## src/rtl/floor_request_panel_if.sv

```systemverilog
// Controller-facing link of the floor request panel.
// The panel takes the slave modport and the elevator controller takes the master modport.
interface floor_request_panel_if;
   logic [2:0] current_floor;
   logic [7:0] requests_in;
   logic       emergency;
   logic [2:0] req_floor;
   logic       req_valid;

   modport master (
      output current_floor, requests_in, emergency,
      input  req_floor, req_valid
   );

   modport slave (
      input  current_floor, requests_in, emergency,
      output req_floor, req_valid
   );
endinterface

```

## src/rtl/floor_request_panel.sv

```systemverilog
// Floor request panel: debounces buttons, lights lamps, queues floors and issues them one at a time.
// Optional PANEL_EMERGENCY_FLUSH_EN: emergency flushes queue and lamps and blocks presses.
//
// state | meaning
// IDLE  | no request on the bus; pops the FIFO head when non-empty and emergency is low
// HOLD  | req_floor/req_valid held for HOLD_CYCLES cycles
module floor_request_panel #(
   parameter int unsigned DEBOUNCE_CYCLES = 4,
   parameter int unsigned HOLD_CYCLES     = 2
) (
   input  logic                       clock,
   input  logic                       reset,
   input  logic [7:0]                 buttons,
   floor_request_panel_if.slave       bus,
   output logic [7:0]                 lamps,
   output logic [3:0]                 pending_count
);

   localparam logic [3:0] DEB_LAST  = 4'(DEBOUNCE_CYCLES - 1);
   localparam logic [3:0] HOLD_LAST = 4'(HOLD_CYCLES - 1);

   typedef enum logic {IDLE, HOLD} state_t;

   logic [7:0]      sync_a, sync_b;
   logic [7:0][3:0] deb_cnt;
   logic [7:0]      fired;
   logic [7:0]      press, accept, cur_mask, served;
   logic [7:0]      req_q;
   logic [7:0]      pend_vec, pend_low;
   logic [2:0]      pend_floor;
   logic            push, pop, flush, fifo_empty;
   logic [2:0]      fifo_mem [8];
   logic [2:0]      wr_ptr, rd_ptr;
   logic [3:0]      count;
   state_t          state, state_nxt;
   logic [3:0]      hold_cnt, hold_cnt_nxt;
   logic [2:0]      req_floor_q;

`ifdef PANEL_EMERGENCY_FLUSH_EN
   assign flush = bus.emergency;
`else
   assign flush = 1'b0;
`endif

   always_ff @(posedge clock or negedge reset) begin
      if (!reset) begin
         sync_a <= '0;
         sync_b <= '0;
      end else begin
         sync_a <= buttons;
         sync_b <= sync_a;
      end
   end

   // A press fires once per high level; the fired flag re-arms only when the level drops.
   always_comb begin
      press = '0;
      for (int f = 0; f < 8; f++)
         press[f] = sync_b[f] && !fired[f] && (deb_cnt[f] == DEB_LAST);
   end

   always_ff @(posedge clock or negedge reset) begin
      if (!reset) begin
         deb_cnt <= '0;
         fired   <= '0;
      end else begin
         for (int f = 0; f < 8; f++) begin
            if (!sync_b[f]) begin
               deb_cnt[f] <= '0;
               fired[f]   <= 1'b0;
            end else if (!fired[f]) begin
               if (deb_cnt[f] == DEB_LAST) fired[f] <= 1'b1;
               else                        deb_cnt[f] <= deb_cnt[f] + 4'd1;
            end
         end
      end
   end

   assign cur_mask = 8'd1 << bus.current_floor;
   assign accept   = press & ~lamps & ~cur_mask & {8{~flush}};
   assign served   = req_q & ~bus.requests_in;
   assign pend_low = pend_vec & (~pend_vec + 8'd1);
   assign push     = (|pend_vec) && !flush;

   always_comb begin
      pend_floor = '0;
      for (int i = 7; i >= 0; i--)
         if (pend_vec[i]) pend_floor = 3'(i);
   end

   always_ff @(posedge clock or negedge reset) begin
      if (!reset) begin
         lamps    <= '0;
         pend_vec <= '0;
         req_q    <= '0;
      end else begin
         req_q <= bus.requests_in;
         if (flush) begin
            lamps    <= '0;
            pend_vec <= '0;
         end else begin
            lamps    <= (lamps & ~served) | accept;
            pend_vec <= (pend_vec & ~pend_low) | accept;
         end
      end
   end

   always_ff @(posedge clock) begin
      if (push) fifo_mem[wr_ptr] <= pend_floor;
   end

   assign fifo_empty    = (count == 4'd0);
   assign pending_count = count;

   always_ff @(posedge clock or negedge reset) begin
      if (!reset) begin
         wr_ptr <= '0;
         rd_ptr <= '0;
         count  <= '0;
      end else if (flush) begin
         wr_ptr <= '0;
         rd_ptr <= '0;
         count  <= '0;
      end else begin
         if (push) wr_ptr <= wr_ptr + 3'd1;
         if (pop)  rd_ptr <= rd_ptr + 3'd1;
         case ({push, pop})
            2'b10:   count <= count + 4'd1;
            2'b01:   count <= count - 4'd1;
            default: count <= count;
         endcase
      end
   end

   always_comb begin
      state_nxt    = state;
      hold_cnt_nxt = hold_cnt;
      pop          = 1'b0;
      case (state)
         IDLE: begin
            if (!fifo_empty && !bus.emergency) begin
               pop          = 1'b1;
               state_nxt    = HOLD;
               hold_cnt_nxt = HOLD_LAST;
            end
         end
         HOLD: begin
            if (hold_cnt == 4'd0) state_nxt    = IDLE;
            else                  hold_cnt_nxt = hold_cnt - 4'd1;
         end
         default: state_nxt = IDLE;
      endcase
   end

   always_ff @(posedge clock or negedge reset) begin
      if (!reset) begin
         state       <= IDLE;
         hold_cnt    <= '0;
         req_floor_q <= '0;
      end else begin
         state    <= state_nxt;
         hold_cnt <= hold_cnt_nxt;
         if (pop) req_floor_q <= fifo_mem[rd_ptr];
      end
   end

   // req_valid follows the state register so an async reset drops it immediately.
   assign bus.req_valid = (state == HOLD);
   assign bus.req_floor = req_floor_q;

endmodule

```

## src/flat_wrapper.sv

```systemverilog
// flat-port wrapper written by rule: the top's interface ports become plain ports
module floor_request_panel_flat 
#(
   parameter int unsigned DEBOUNCE_CYCLES = 4,
   parameter int unsigned HOLD_CYCLES     = 2
)
  (clock, reset, buttons, lamps, pending_count, bus_current_floor, bus_requests_in, bus_emergency, bus_req_floor, bus_req_valid);
  floor_request_panel_if bus_i ();
  input  logic clock;
  input  logic reset;
  input  logic [7:0] buttons;
  output logic [7:0] lamps;
  output logic [3:0] pending_count;
  input wire logic [$bits(bus_i.current_floor)-1:0] bus_current_floor;
  input wire logic [$bits(bus_i.requests_in)-1:0] bus_requests_in;
  input wire logic [$bits(bus_i.emergency)-1:0] bus_emergency;
  output wire logic [$bits(bus_i.req_floor)-1:0] bus_req_floor;
  output wire logic [$bits(bus_i.req_valid)-1:0] bus_req_valid;
  assign bus_i.current_floor = bus_current_floor;
  assign bus_i.requests_in = bus_requests_in;
  assign bus_i.emergency = bus_emergency;
  assign bus_req_floor = bus_i.req_floor;
  assign bus_req_valid = bus_i.req_valid;
  floor_request_panel #(.DEBOUNCE_CYCLES(DEBOUNCE_CYCLES), .HOLD_CYCLES(HOLD_CYCLES)) u_core (.clock(clock), .reset(reset), .buttons(buttons), .bus(bus_i), .lamps(lamps), .pending_count(pending_count));
endmodule
```

## config.mk

```make
export PLATFORM = sky130hd
export DESIGN_NAME = floor_request_panel_flat
export DESIGN_NICKNAME = d
export VERILOG_FILES = /design/src/rtl/floor_request_panel_if.sv /design/src/rtl/floor_request_panel.sv /design/src/flat_wrapper.sv
export SDC_FILE = /design/constraint.sdc
export NUM_CORES = 1
export LEC_CHECK = 0
export CORE_MARGIN = 2
export CORE_UTILIZATION = 50
export CTS_CLUSTER_DIAMETER = 150
export DETAILED_ROUTE_END_ITERATION = 8
export MAX_ROUTING_LAYER = met4
export PLACE_DENSITY = 0.7
export SETUP_SLACK_MARGIN = 0.1
export SLEW_MARGIN = 20
export SYNTH_ARGS = -nofsm -noshare
export SYNTH_HDL_FRONTEND = slang
export SYNTH_SLANG_ARGS = --single-unit
```

## constraint.sdc

```tcl
create_clock -name clock -period 2.6 [get_ports clock]
set_input_delay 0.52 -clock clock [delete_from_list [all_inputs] [get_ports clock]]
set_output_delay 0.52 -clock clock [all_outputs]
set_load 0.03 [all_outputs]
```

Word level (Yosys, flattened, before mapping)
Memories as Yosys holds them, arrays and structs flattened. A register that Yosys moved wholly into a read port is not among the register bits.
Index checks and enable logic that the tools add are counted.
{ "word_totals": {"ff_bits": 95, "ramBits": 24, "in_bits": 22, "out_inout_bits": 16, "word_cells": 185, "memories": 1} }
{ "memory_table": {"columns": ["memory", "words", "word_bits", "read_ports", "rd_ports_with_merged_regs", "write_ports", "line", "source"], "rows": [
  ["u_core.fifo_mem", 8, 3, 1, 1, 1, "floor_request_panel.sv:32", "logic [2:0] fifo_mem [8];"]
]} }
{ "classes": {"n_addsub": 14, "eq_ne": 28, "shift": 1, "n_mux": 66, "n_bitwise": 15, "n_reduce_logical": 41} }
{ "ops": {"columns": ["operator", "count"], "rows": [
  ["$mux 4", 26],
  ["$and 8x8->8", 6],
  ["$not 8->8", 6],
  ["$add 4x1->4 const B", 9],
  ["$ne 2x2->1 const B", 17],
  ["$eq 4x2->1 const B", 8],
  ["$mux 1", 29],
  ["$mux 3", 8],
  ["$reduce_and 2->1", 9],
  ["$logic_and 1x1->1", 17],
  ["$or 8x8->8", 2],
  ["$pmux 4 s2", 2],
  ["$logic_not 1->1", 11],
  ["$add 8x1->8 const B", 1],
  ["$logic_not 4->1", 2],
  ["$reduce_or 8->1", 1],
  ["$shl 1x3->8 const A", 1],
  ["$sub 4x1->4 const B", 2],
  ["$add 3x1->3 const B", 2],
  ["$eq 2x1->1 const B", 1],
  ["$eq 2x2->1 const B", 1],
  ["$ne 2x1->1 const B", 1],
  ["$pmux 1 s2", 1],
  ["$reduce_bool 2->1", 1],
  ["$not 1->1", 1]
]} }

Logic depth before layout (Yosys ltp)
{ "logic_depth": {"ltp_word": 8, "depth_mapped": 11} }

Least setup slack after synthesis
No wires, ideal clock.
{ "synth_timing": {"kind": "register to register", "from": "register u_core.count[1] (netlist: u_core.pending_count[1])", "to": "register u_core.count[2] (netlist: u_core.pending_count[2])", "setup_ns": 0.139, "arrival_time_ns": 2.237, "required_ns": 2.461, "slack_ns": 0.224, "path_stages_with_launch": 12, "path_buffers": 1, "period_less_slack_ns": 2.376, "cell_sequence": "dfrtp_1 nor4_1 or3_1 buf_2 inv_2 ha_1 xor2_1 ha_1 a21oi_1 xor2_1 nor2_1 xor2_1"} }
{ "synth_via": {"elab_chain_cells": 7} }
{ "synth_rtl": {"columns": ["item", "line", "source"], "rows": [
  ["from (decl)", "floor_request_panel.sv:34", "logic [3:0] count;"],
  ["from (signal assigned)", "floor_request_panel.sv:128", "2'b10: count <= count + 4'd1;"],
  ["from (signal assigned)", "floor_request_panel.sv:129", "2'b01: count <= count - 4'd1;"],
  ["from (signal assigned)", "floor_request_panel.sv:130", "default: count <= count;"],
  ["$logic_not 4->1 (*)", "floor_request_panel.sv:112", "assign fifo_empty = (count == 4'd0);"],
  ["$logic_not 1->1 (*)", "floor_request_panel.sv:141", "if (!fifo_empty && !bus.emergency) begin"],
  ["$logic_and 1x1->1 (*)", "floor_request_panel.sv:141", null],
  ["$mux 1 (*)", "floor_request_panel.sv:141", null],
  ["$mux 1 (*)", "floor_request_panel.sv:139", "case (state)"],
  ["net u_core.pop", "floor_request_panel.sv:31", "logic push, pop, flush, fifo_empty;"],
  ["$eq 2x1->1 / $eq 2x2->1 (equally long branches)", "floor_request_panel.sv:127", "case ({push, pop})"],
  ["$pmux 4 s2 / $reduce_bool 2->1 (equally long branches)", null, null]
]} }
The timed path passes the listed nets; every way through them passes the cells marked *.
A chain may end at the register's enable or synchronous reset.

Worst setup path after layout
{ "layout_timing": {"from": "register u_core.pend_vec[2]", "to": "register u_core.count[2] (netlist: u_core.pending_count[2])"} }
{ "layout_via": {"elab_chain_cells": 3} }
{ "layout_rtl": {"columns": ["item", "line", "source"], "rows": [
  ["from (decl)", "floor_request_panel.sv:29", "logic [7:0] pend_vec, pend_low;"],
  ["from (signal assigned)", "floor_request_panel.sv:103", "pend_vec <= (pend_vec & ~pend_low) | accept;"],
  ["$reduce_or 8->1 (*)", "floor_request_panel.sv:83", "assign push = (|pend_vec) && !flush;"],
  ["$eq 2x1->1 / $eq 2x2->1 (equally long branches)", "floor_request_panel.sv:127", null],
  ["$pmux 4 s2 / $reduce_bool 2->1 (equally long branches)", null, null]
]} }
Mark *: on every way between the ends. The rest lies on a longest branch, timed or not.

==> metrics.txt <==
Final Cycle Share 88.3%; Tmin final 2.30 ns; Clock Power Share 33.6%; crit path launch u_core.pend_vec[2]$_DFF_PN0_; Switch Pwr 2290 uW; #FFs+latches synth 122; # setup viols final 0; most common cell in the netlist dfrtp_1; Yosys cell types 40; achievable frequency 0.436 GHz; final WL 9210 um; Mapped Nets 470; r2r worst-path depth 10; largest net degree at the start of global routing 42; clock-pin slew of the registers on the worst-case setup and hold paths 0.06 ns; Crit path max-delay family simple AND/OR/NAND/NOR gates; Worst slew margin 49.9%; CTS tree yes; Pint 4870 uW; Remaining DRCs 0; critical path depth 10; area of placed instances 0.00565 mm^2; drt pass-1 iters 4; clk_lat worst skew 0.52 ns; EDFF count, synth 24; worst setup path class register to register; GPL Wtd Cong 0.792; Hold Crit Class register to register; number of global-route vias before repair 3533; post-synthesis sequential area ratio 62.3%; Die Y 105 um; count of clock tree sinks 122; Hold Vio Cnt, Final 0; Post-DRT Antenna Nets 0; std cell rows 36; die width 105 um; Total GRT Usage 19.7%; CTS H-tree lvls 4; worst reg-to-reg setup slack 0.30 ns; sequential group share of total power 40.0%; syn_area_per_cell 11.7 um^2; Netlist Area Pre-Place 0.00509 mm^2; die area 0.0110 mm^2; CTS buffer count 17; Starting Density 51.9%; Max IR drop VDD 0.000725 V; Avg WL per Cell 14.4 um; RSZ-0062 raised after global routing no; drt initial violations 123; fraction of layout cells with a size suffix above 1 9.88%; CP required 3.00 ns; r2r endpoint u_core.pending_count[2]$_DFFE_PN0P_; setup_tns 0 ns; post-synth top area cell dfrtp_1; asr flop ratio synth 80.3%; Worst setup SP type register; switching share of power 31.9%; Leak 0.00285 uW; ant diodes 0; Worst-Margin Slew 0.752 ns; WP buf/inv 1; first-pass GRT wire length 16400 um; worst-path fanout max 6; power share of the combinational group 26.3%; Area Growth Syn to Fin 23.2%; # Post-CTS Setup Buffers 0; CTS Buffer Depth 2; PortBufs 37; layout net count 529; floorplan core area 0.00982 mm^2; Warnings, synthesis 0; slowest stage delay, CP 0.43 ns; top cells by area, synth dfrtp_1 (48%), edfxtp_1 (14%), o21ai_0 (3.9%), ha_1 (3.4%), nand2_1 (3.3%); pwr dens 1140 mW/mm^2; final instance area 0.00628 mm^2; crit-path cells nor4_2, nand3_1, inv_2, ha_2, xor2_1, ha_1, a21oi_1, xor2_1, nor2_1, xor2_1; dpl hpwl 6170 um; Yosys top cell area share 48.1%; IO Count 38; RR Startpoint u_core.pend_vec[2]$_DFF_PN0_; initial antenna violation count 0; status completed; CP Data Arrival Time 2.69 ns; maxcap violations 0; worst setup path endpoint u_core.pending_count[2]$_DFFE_PN0P_; Crit-path slowest cell dfrtp_1; Avg Vias per Cell 5.38; vias 3435; final core utilization 63.9%; CP endpoint kind register; worst hold slack 0.351 ns; max-slew violations 0; Gate Count Post-Synth 434; grt ovf 0; Filler Cell Count 772; Top cell by count, worst path xor2_1; CTS root buffer clkbuf_8; top_reg_cell synth dfrtp_1; skew final 0.00407 ns; synth cell count leaders dfrtp_1 (98), nand2_1 (45), o21ai_0 (40)
## worst register-to-register path: stages, from the launching register on
cell     delay [ns]
dfrtp_1        0.43
nor4_2         0.37
nand3_1        0.17
inv_2          0.14
ha_2           0.24
xor2_1         0.08
ha_1           0.20
a21oi_1        0.17
xor2_1         0.17
nor2_1         0.06
xor2_1         0.14
## area by class of cell
cell class	instances	area [um^2]	share of cell area [%]
flip-flops and latches	122	3170	50.5
multi-input cells	271	1760	28.0
repair buffers	43	428	6.82
clock buffers	17	414	6.60
clock inverters	15	199	3.17
well taps	133	166	2.65
inverters	38	143	2.27
## sequential cells by signal, indices dropped and copies added (netlist names)
signal,flops
u_core.deb_cnt,32
u_core.fifo_mem,24
u_core.fired,8
u_core.lamps,8
u_core.pend_vec,8
u_core.req_q,8
u_core.sync_a,8
u_core.sync_b,8
u_core.hold_cnt,4
u_core.pending_count,4
u_core.bus.req_floor,3
u_core.rd_ptr,3
u_core.wr_ptr,3
u_core.bus.req_valid,1
## per-layer routing
metal  vias to the layer above  GRT usage (%)  part of all wire, %  wire [um]
met5                         -              -                    0          0
met4                         0           8.95                  2.6        236
met3                        24           5.68                  3.6        330
met2                        67           30.9                   49       4530
met1                      1688           23.7                   45       4120
li1                       1656              -                    -          -
## through the flow
stage / instances / setup WS (ns) / power (uW)
2_1_floorplan: 434 / 0.224 / 4160
3_5_place_dp: 606 / -0.0194 / 4770
4_1_cts: 639 / 0.132 / 7210
3_3_place_gp: 606 / 0.0628 / 4660
5_1_grt: 639 / 0.154 / 7630
6_report: 639 / 0.304 / 7160
## cell usage in the layout, fill, tap and decap left out, types with 3 or more instances in the layout
cell,Yosys,final
dfrtp_1,98,98
nand2_1,45,45
o21ai_0,40,40
inv_1,37,36
clkdlybuf4s50_1,0,36
edfxtp_1,24,24
nand3_1,16,16
mux2i_1,16,16
clkbuf_16,0,16
nor2_1,15,15
a21oi_1,14,14
or3_1,13,13
ha_1,14,13
nand2b_1,11,11
a21boi_0,9,9
nor3b_1,8,8
nand4_1,8,8
xnor2_1,8,8
nor3_1,7,7
a21o_1,5,5
buf_4,1,5
xor2_1,4,4
o21ai_1,4,4
o21a_1,4,4
bufinv_16,0,4
clkinvlp_4,0,4
and3_1,3,3
nor4_1,4,3
mux2_2,3,3
mux4_2,3,3
## logic make-up after synthesis
family                   Yosys count  synth area share (%)
AO/OA/AOI/OAI                     85                  9.65
multiplexers                      22                  5.13
buffers and inverters             41                  3.44
AND/OR/NAND/NOR                  138                  14.0
adder cells (fa/ha/maj)           14                  3.44
flip-flops                       122                  62.3
XOR/XNOR                          12                  2.06
## repair_timing
action / 4_1_cts / 5_1_grt
setup endpoints to repair: 0 / 2
hold buffers: 1 / 0
hold endpoints to repair: 30 / 0
gates resized for setup: 0 / 3
## power by group through the flow
stage,Sequential (uW),Clock [uW],Combinational (uW)
global placement,2860,0,1800
detailed placement,2890,0,1870
finish,2870,2410,1880
floorplan,2960,0,1200
CTS,2860,2450,1900
global route,2940,2560,2130
## worst min path at each step
stage / startpoint / endpoint / slack, ns / depth (start not counted)
after floorplan: reset / u_core.bus.req_floor[0]$_DFFE_PN0P_ / 0.22 / 0
after global placement: u_core.sync_a[3]$_DFF_PN0_ / u_core.sync_b[3]$_DFF_PN0_ / 0.33 / 0
after detailed placement: u_core.sync_a[5]$_DFF_PN0_ / u_core.sync_b[5]$_DFF_PN0_ / 0.34 / 0
after CTS: u_core.sync_a[7]$_DFF_PN0_ / u_core.sync_b[7]$_DFF_PN0_ / 0.35 / 0
after global routing: u_core.sync_a[7]$_DFF_PN0_ / u_core.sync_b[7]$_DFF_PN0_ / 0.35 / 0
final: u_core.sync_a[7]$_DFF_PN0_ / u_core.sync_b[7]$_DFF_PN0_ / 0.35 / 0
(Power assumes the default switching activity.)
